File: src/rtl/data_mem_arbiter_if.sv
// data_mem_arbiter_if: one requester's memory transfer handshake
interface data_mem_arbiter_if #(
  parameter int AW = 32,
  parameter int DW = 32
);
  logic          req;
  logic          we;
  logic          lock;
  logic [AW-1:0] addr;
  logic [DW-1:0] wdata;
  logic          ack;
  logic [DW-1:0] rdata;
  modport master (output req, we, lock, addr, wdata, input ack, rdata);
  modport slave  (input req, we, lock, addr, wdata, output ack, rdata);
endinterface

File: src/rtl/data_mem_arbiter.sv
// data_mem_arbiter: round-robin two-port arbiter with locked bursts onto one data memory port
module data_mem_arbiter #(
  parameter int AW = 32,
  parameter int DW = 32,
  parameter int BURST_MAX = 4
) (
  input  logic              clk,
  input  logic              rst,
  data_mem_arbiter_if.slave m0,
  data_mem_arbiter_if.slave m1,
  output logic              mem_ce_o,
  output logic              mem_we_o,
  output logic [AW-1:0]     mem_addr_o,
  output logic [DW-1:0]     mem_data_o,
  input  logic [DW-1:0]     mem_data_i,
  output logic [1:0]        grant_o
);
  localparam int BW = $clog2(BURST_MAX) + 1;
  localparam logic [1:0] IDLE = 2'd0;
  localparam logic [1:0] OWN0 = 2'd1;
  localparam logic [1:0] OWN1 = 2'd2;
  logic [1:0]    state_q, state_d;
  logic          last_q, last_d;
  logic [BW-1:0] beats_q, beats_d;
  logic          own0, own1, o_req, o_we, o_lock, keep, arb_port;
  // owner's request view; last_q equals the owner while owning, so one tie rule prefers the other port
  always_comb begin
    own0 = state_q == OWN0;
    own1 = state_q == OWN1;
    o_req = own1 ? m1.req : own0 & m0.req;
    o_we = own1 ? m1.we : own0 & m0.we;
    o_lock = own1 ? m1.lock : own0 & m0.lock;
    keep = o_req & o_lock & (beats_q < BW'(BURST_MAX - 1));
    arb_port = (m0.req & m1.req) ? ~last_q : m1.req;
  end
  // hold ownership for a locked beat, otherwise re-arbitrate
  always_comb begin
    state_d = state_q;
    last_d = last_q;
    beats_d = beats_q;
    if (keep) beats_d = beats_q + 1'b1;
    else if (m0.req | m1.req) begin
      state_d = arb_port ? OWN1 : OWN0;
      last_d = arb_port;
      beats_d = '0;
    end else state_d = IDLE;
  end
  // arbitration state
  always_ff @(posedge clk) begin
    if (rst) begin
      state_q <= IDLE;
      last_q <= 1'b1;
      beats_q <= '0;
    end else begin
      state_q <= state_d;
      last_q <= last_d;
      beats_q <= beats_d;
    end
  end
  // memory mux and acks; reset blocks any commit even mid-burst
  always_comb begin
    mem_ce_o = ~rst & o_req;
    mem_we_o = ~rst & o_we;
    mem_addr_o = own1 ? m1.addr : own0 ? m0.addr : '0;
    mem_data_o = own1 ? m1.wdata : own0 ? m0.wdata : '0;
    m0.ack = ~rst & own0 & m0.req;
    m1.ack = ~rst & own1 & m1.req;
    m0.rdata = own0 ? mem_data_i : '0;
    m1.rdata = own1 ? mem_data_i : '0;
    grant_o = {own1, own0};
  end
endmodule

File: src/flat_wrapper.sv
// flat-port wrapper written by rule: the top's interface ports become plain ports
module data_mem_arbiter_flat 
#(
  parameter int AW = 32,
  parameter int DW = 32,
  parameter int BURST_MAX = 4
)
  (clk, rst, mem_ce_o, mem_we_o, mem_addr_o, mem_data_o, mem_data_i, grant_o, m0_req, m0_we, m0_lock, m0_addr, m0_wdata, m0_ack, m0_rdata, m1_req, m1_we, m1_lock, m1_addr, m1_wdata, m1_ack, m1_rdata);
  data_mem_arbiter_if #(.AW(AW), .DW(DW)) m0_i ();
  data_mem_arbiter_if #(.AW(AW), .DW(DW)) m1_i ();
  input  logic clk;
  input  logic rst;
  output logic mem_ce_o;
  output logic mem_we_o;
  output logic [AW-1:0] mem_addr_o;
  output logic [DW-1:0] mem_data_o;
  input  logic [DW-1:0] mem_data_i;
  output logic [1:0] grant_o;
  input wire logic [$bits(m0_i.req)-1:0] m0_req;
  input wire logic [$bits(m0_i.we)-1:0] m0_we;
  input wire logic [$bits(m0_i.lock)-1:0] m0_lock;
  input wire logic [$bits(m0_i.addr)-1:0] m0_addr;
  input wire logic [$bits(m0_i.wdata)-1:0] m0_wdata;
  output wire logic [$bits(m0_i.ack)-1:0] m0_ack;
  output wire logic [$bits(m0_i.rdata)-1:0] m0_rdata;
  input wire logic [$bits(m1_i.req)-1:0] m1_req;
  input wire logic [$bits(m1_i.we)-1:0] m1_we;
  input wire logic [$bits(m1_i.lock)-1:0] m1_lock;
  input wire logic [$bits(m1_i.addr)-1:0] m1_addr;
  input wire logic [$bits(m1_i.wdata)-1:0] m1_wdata;
  output wire logic [$bits(m1_i.ack)-1:0] m1_ack;
  output wire logic [$bits(m1_i.rdata)-1:0] m1_rdata;
  assign m0_i.req = m0_req;
  assign m0_i.we = m0_we;
  assign m0_i.lock = m0_lock;
  assign m0_i.addr = m0_addr;
  assign m0_i.wdata = m0_wdata;
  assign m0_ack = m0_i.ack;
  assign m0_rdata = m0_i.rdata;
  assign m1_i.req = m1_req;
  assign m1_i.we = m1_we;
  assign m1_i.lock = m1_lock;
  assign m1_i.addr = m1_addr;
  assign m1_i.wdata = m1_wdata;
  assign m1_ack = m1_i.ack;
  assign m1_rdata = m1_i.rdata;
  data_mem_arbiter #(.AW(AW), .DW(DW), .BURST_MAX(BURST_MAX)) u_core (.clk(clk), .rst(rst), .m0(m0_i), .m1(m1_i), .mem_ce_o(mem_ce_o), .mem_we_o(mem_we_o), .mem_addr_o(mem_addr_o), .mem_data_o(mem_data_o), .mem_data_i(mem_data_i), .grant_o(grant_o));
endmodule
File: config.mk
export PLATFORM = sky130hd
export DESIGN_NAME = data_mem_arbiter_flat
export DESIGN_NICKNAME = d
export VERILOG_FILES = /design/src/rtl/data_mem_arbiter_if.sv /design/src/rtl/data_mem_arbiter.sv /design/src/flat_wrapper.sv
export SDC_FILE = /design/constraint.sdc
export NUM_CORES = 1
export LEC_CHECK = 0
export ABC_CLOCK_PERIOD_IN_PS = 3300
export BUFFER_PORTS_ARGS = -buffer_cell sky130_fd_sc_hd__buf_2
export CORE_AREA = 2 2 118 120
export CTS_CLUSTER_DIAMETER = 120
export DETAILED_ROUTE_END_ITERATION = 6
export DIE_AREA = 0 0 120 122
export PLACE_DENSITY_LB_ADDON = 0.2
export SLEW_MARGIN = 20
export SYNTH_ARGS = -nofsm -noshare
export SYNTH_HDL_FRONTEND = slang
export SYNTH_SLANG_ARGS = --single-unit
File: constraint.sdc
create_clock -name clk -period 3.3 [get_ports clk]
set_input_delay 0.495 -clock clk [delete_from_list [all_inputs] [get_ports clk]]
set_output_delay 0.495 -clock clk [all_outputs]
set_load 0.1 [all_outputs]
==> key figures <==
Clock tree
  – Clock sink total: 6
  – Root buffer cell: clkbuf_16
  – Clock slew at reported path FFs: 0.03 ns
  – Setup Fix Bufs, Post-CTS: 0
  – CTS Hold Buffers Added: 0
  – Clk_lat worst skew: 0.23 ns
  – CTS tree: built
  – Post-CTS resize count: 0
  – H-tree Lvls: 1
  – CTS Buffer Depth: 2
  – Cts bufs inserted: 3

Setup path
  – CP arrival: 2.09 ns
  – Worst R2R End: u_core.last_q$_SDFFE_PP1P_
  – Worst reg-to-reg path cell count: 4
  – Setup CP Type: reg2out
  – Cell family with most CP delay: buffers and inverters
  – Crit end category: primary output
  – CP peak stage delay: 0.46 ns
  – Critical-path top delay cell: dfxtp_1
  – CP Cell Sequence: nor2b_4 > buf_12 > a22oi_1 > nor2_1 > buf_2
  – Critical path startpoint category: register
  – Worst path bufs/invs: 2
  – CP Data Required Time: 2.80 ns
  – CP Max Fanout: 40
  – Worst R2R Setup Slack: 1.78 ns
  – Worst reg2reg startpoint: u_core.state_q[0]$_SDFFE_PP0N_

Synth
  – Yosys reg bits: 6
  – Synth cell count leaders: a22o_1, and2_1, clkbuf_1, buf_2, dfxtp_1
  – Synthesis warning total: 0
  – Synth unique cells: 26
  – Largest area contributor in the netlist: a22o_1
  – Avg Inst Size Synth: 7.45 sq um
  – Top cell type's share of synthesized area: 41.0%
  – Net count after synthesis: 358
  – Dominant cells by area after synthesis: a22o_1, and2_1, dfxtp_1
  – Fraction of registers with async set/reset: 0%
  – Most common cell in the synthesized netlist: a22o_1
  – Mapped Area: 1410 sq um
  – Cells after Synth: 189
  – Top FF cell, synth: dfxtp_1
  – Seq/Total Area, Yosys: 8.53%
  – Post-synth EDFFs: 0

Detailed routing
  – Iter 0 DRT Violations: 118
  – Drt wl/cell: 15.4 um
  – Via count: 2647
  – DRC violations left: 0
  – Pre-antenna DRT Iters: 4
  – Via density: 4.06
  – DRT antenna net count: 0
  – WL final: 10100 um

Timing
  – Clk_skew: 0.000752 ns
  – Setup violations, final: 0
  – Final Critical Period: 2.58 ns
  – Setup WS post-layout: 0.719 ns
  – RSZ-0062 raised after global routing: no
  – Hold Fails Final Rpt: 0
  – Maximum clock rate: 388 MHz
  – Worst Max-Slew Pin Slew: 0.526 ns
  – Relative slew slack: 65.2%
  – Setup Total Neg Slack: 0 ns
  – Slew Viols, Final: 0
  – Final cycle utilization of the critical path: 78.2%

Placed design
  – Placed Area: 3100 sq um
  – Final Wtd Congestion: 0.818
  – Placed cells: 649
  – Port Buf Inserts: 301
  – Place WS: 0.942 ns
  – Dpl hpwl: 8380 um

Floorplanning
  – Num ports: 302
  – Row cnt: 43
  – Die X: 120 um
  – Die Y: 122 um
  – Die ar.: 14600 sq um
  – Core Region: 13500 sq um
  – Starting Density: 10.4%

Pwr
  – Power per cell area: 403 nW/um^2
  – Max rail drop VDD: 0.270 mV
  – Leakage Power: 1.99 nW

Final layout
  – Non-Filler Instances: 652
  – Fin area: 3170 sq um
  – Final-stage net count: 643
  – Fraction of layout cells with a size suffix above 1: 66.5%
  – # diodes: 0
  – Area growth syn-to-layout: 125%

Min path
  – Hold path depth: 1
  – Hold Crit Class: reg2reg
  – Hold_sp: u_core.beats_q[2]$_SDFFE_PP0P_
  – Worst Hold Endpoint: u_core.beats_q[2]$_SDFFE_PP0P_

Global route
  – First-pass GRT wire length: 13800 um
  – Initial antenna violation count: 0
  – Largest net degree at the start of global routing: 51
  – GRT Util Overall: 12.0%
  – Vias in the first global route: 2458
  – Grt ovf: 0

Run status
  – Status: finished clean

Job
  – Max_cap viols: 0
## through the flow
stage | util (%) | total power, mW | hold WS [ns]
detailed placement | 22.9 | 1.09 | 0.469
global route | 23.5 | 1.32 | 0.518
global placement | 22.9 | 1.08 | 0.462
floorplan | - | 0.870 | 0.444
CTS | 23.5 | 1.29 | 0.499
finish | 23.5 | 1.28 | 0.494
## logic make-up after synthesis
group           count (synthesis)  synth area share [%]
simple gates                   80                  35.2
compound gates                 75                  46.4
buf+inv                        26                  8.35
flops                           6                  8.53
mux                             1                 0.711
fa+ha+maj                       1                 0.888
## how the worst max path moves through the flow
stage / from / to / slack [ns] / depth (start not counted)
5_1_grt: u_core.state_q[1]$_SDFFE_PP0N_ / mem_we_o / 0.60 / 5
3_3_place_gp: u_core.state_q[1]$_SDFFE_PP0N_ / mem_we_o / 0.94 / 5
6_report: u_core.state_q[1]$_SDFFE_PP0N_ / mem_we_o / 0.72 / 5
2_1_floorplan: u_core.state_q[0]$_SDFFE_PP0N_ / mem_we_o / 0.64 / 5
4_1_cts: u_core.state_q[1]$_SDFFE_PP0N_ / mem_we_o / 0.69 / 5
3_5_place_dp: u_core.state_q[1]$_SDFFE_PP0N_ / mem_we_o / 0.94 / 5
## worst register-to-register path: stages, from the launching register on
cell and delay, ns:
dfxtp_1 0.45, nand3b_1 0.13, a221o_2 0.48, a211oi_1 0.27
a41oi_1 0.06
## cell usage in the layout (no fill, tap or decap), drive strengths merged
| master | n |
|---|---|
| a21oi | 1 |
| inv | 1 |
| buf | 305 |
| a22oi | 1 |
| nand2b | 1 |
| a221o | 1 |
| and3 | 2 |
| nor2b | 2 |
| ha | 1 |
| clkbuf | 3 |
| nand3b | 4 |
| dfxtp | 6 |
| nor2 | 4 |
| a41o | 1 |
| a211oi | 1 |
| a41oi | 1 |
| a21boi | 1 |
| a31o | 1 |
| nor3b | 1 |
| and2 | 64 |
| mux2i | 1 |
| a21o | 1 |
| a22o | 66 |
| nor3 | 2 |
## state kept, by name, summed over array words and instances (netlist names)
name	count
u_core.state_q	2
u_core.beats_q	3
u_core.last_q	1
## power by group
part	internal, mW	switching, mW	total, mW
Combinational	0.196	0.804	1.00
Clock	0.155	0.0403	0.196
Sequential	0.0759	0.00436	0.0803
Total	0.428	0.849	1.28
## area by class of cell
type                            count  area, sq um
Clock buffer                        3         75.1
Fill cell                        1519        10300
Inverter                            1         3.75
Multi-Input combinational cell    157         1190
Sequential cell                     6          120
Tap cell                          180          225
Timing Repair Buffer              305         1560
## routing by layer
metal	global-route usage, %	vias to the layer above	wire, um
li1	-	1273	-
met1	15.0	1225	4070
met2	21.8	141	5190
met3	1.83	8	730
met4	2.21	0	77
met5	0	-	0
No activity file was read; power rests on OpenSTA's default activity.
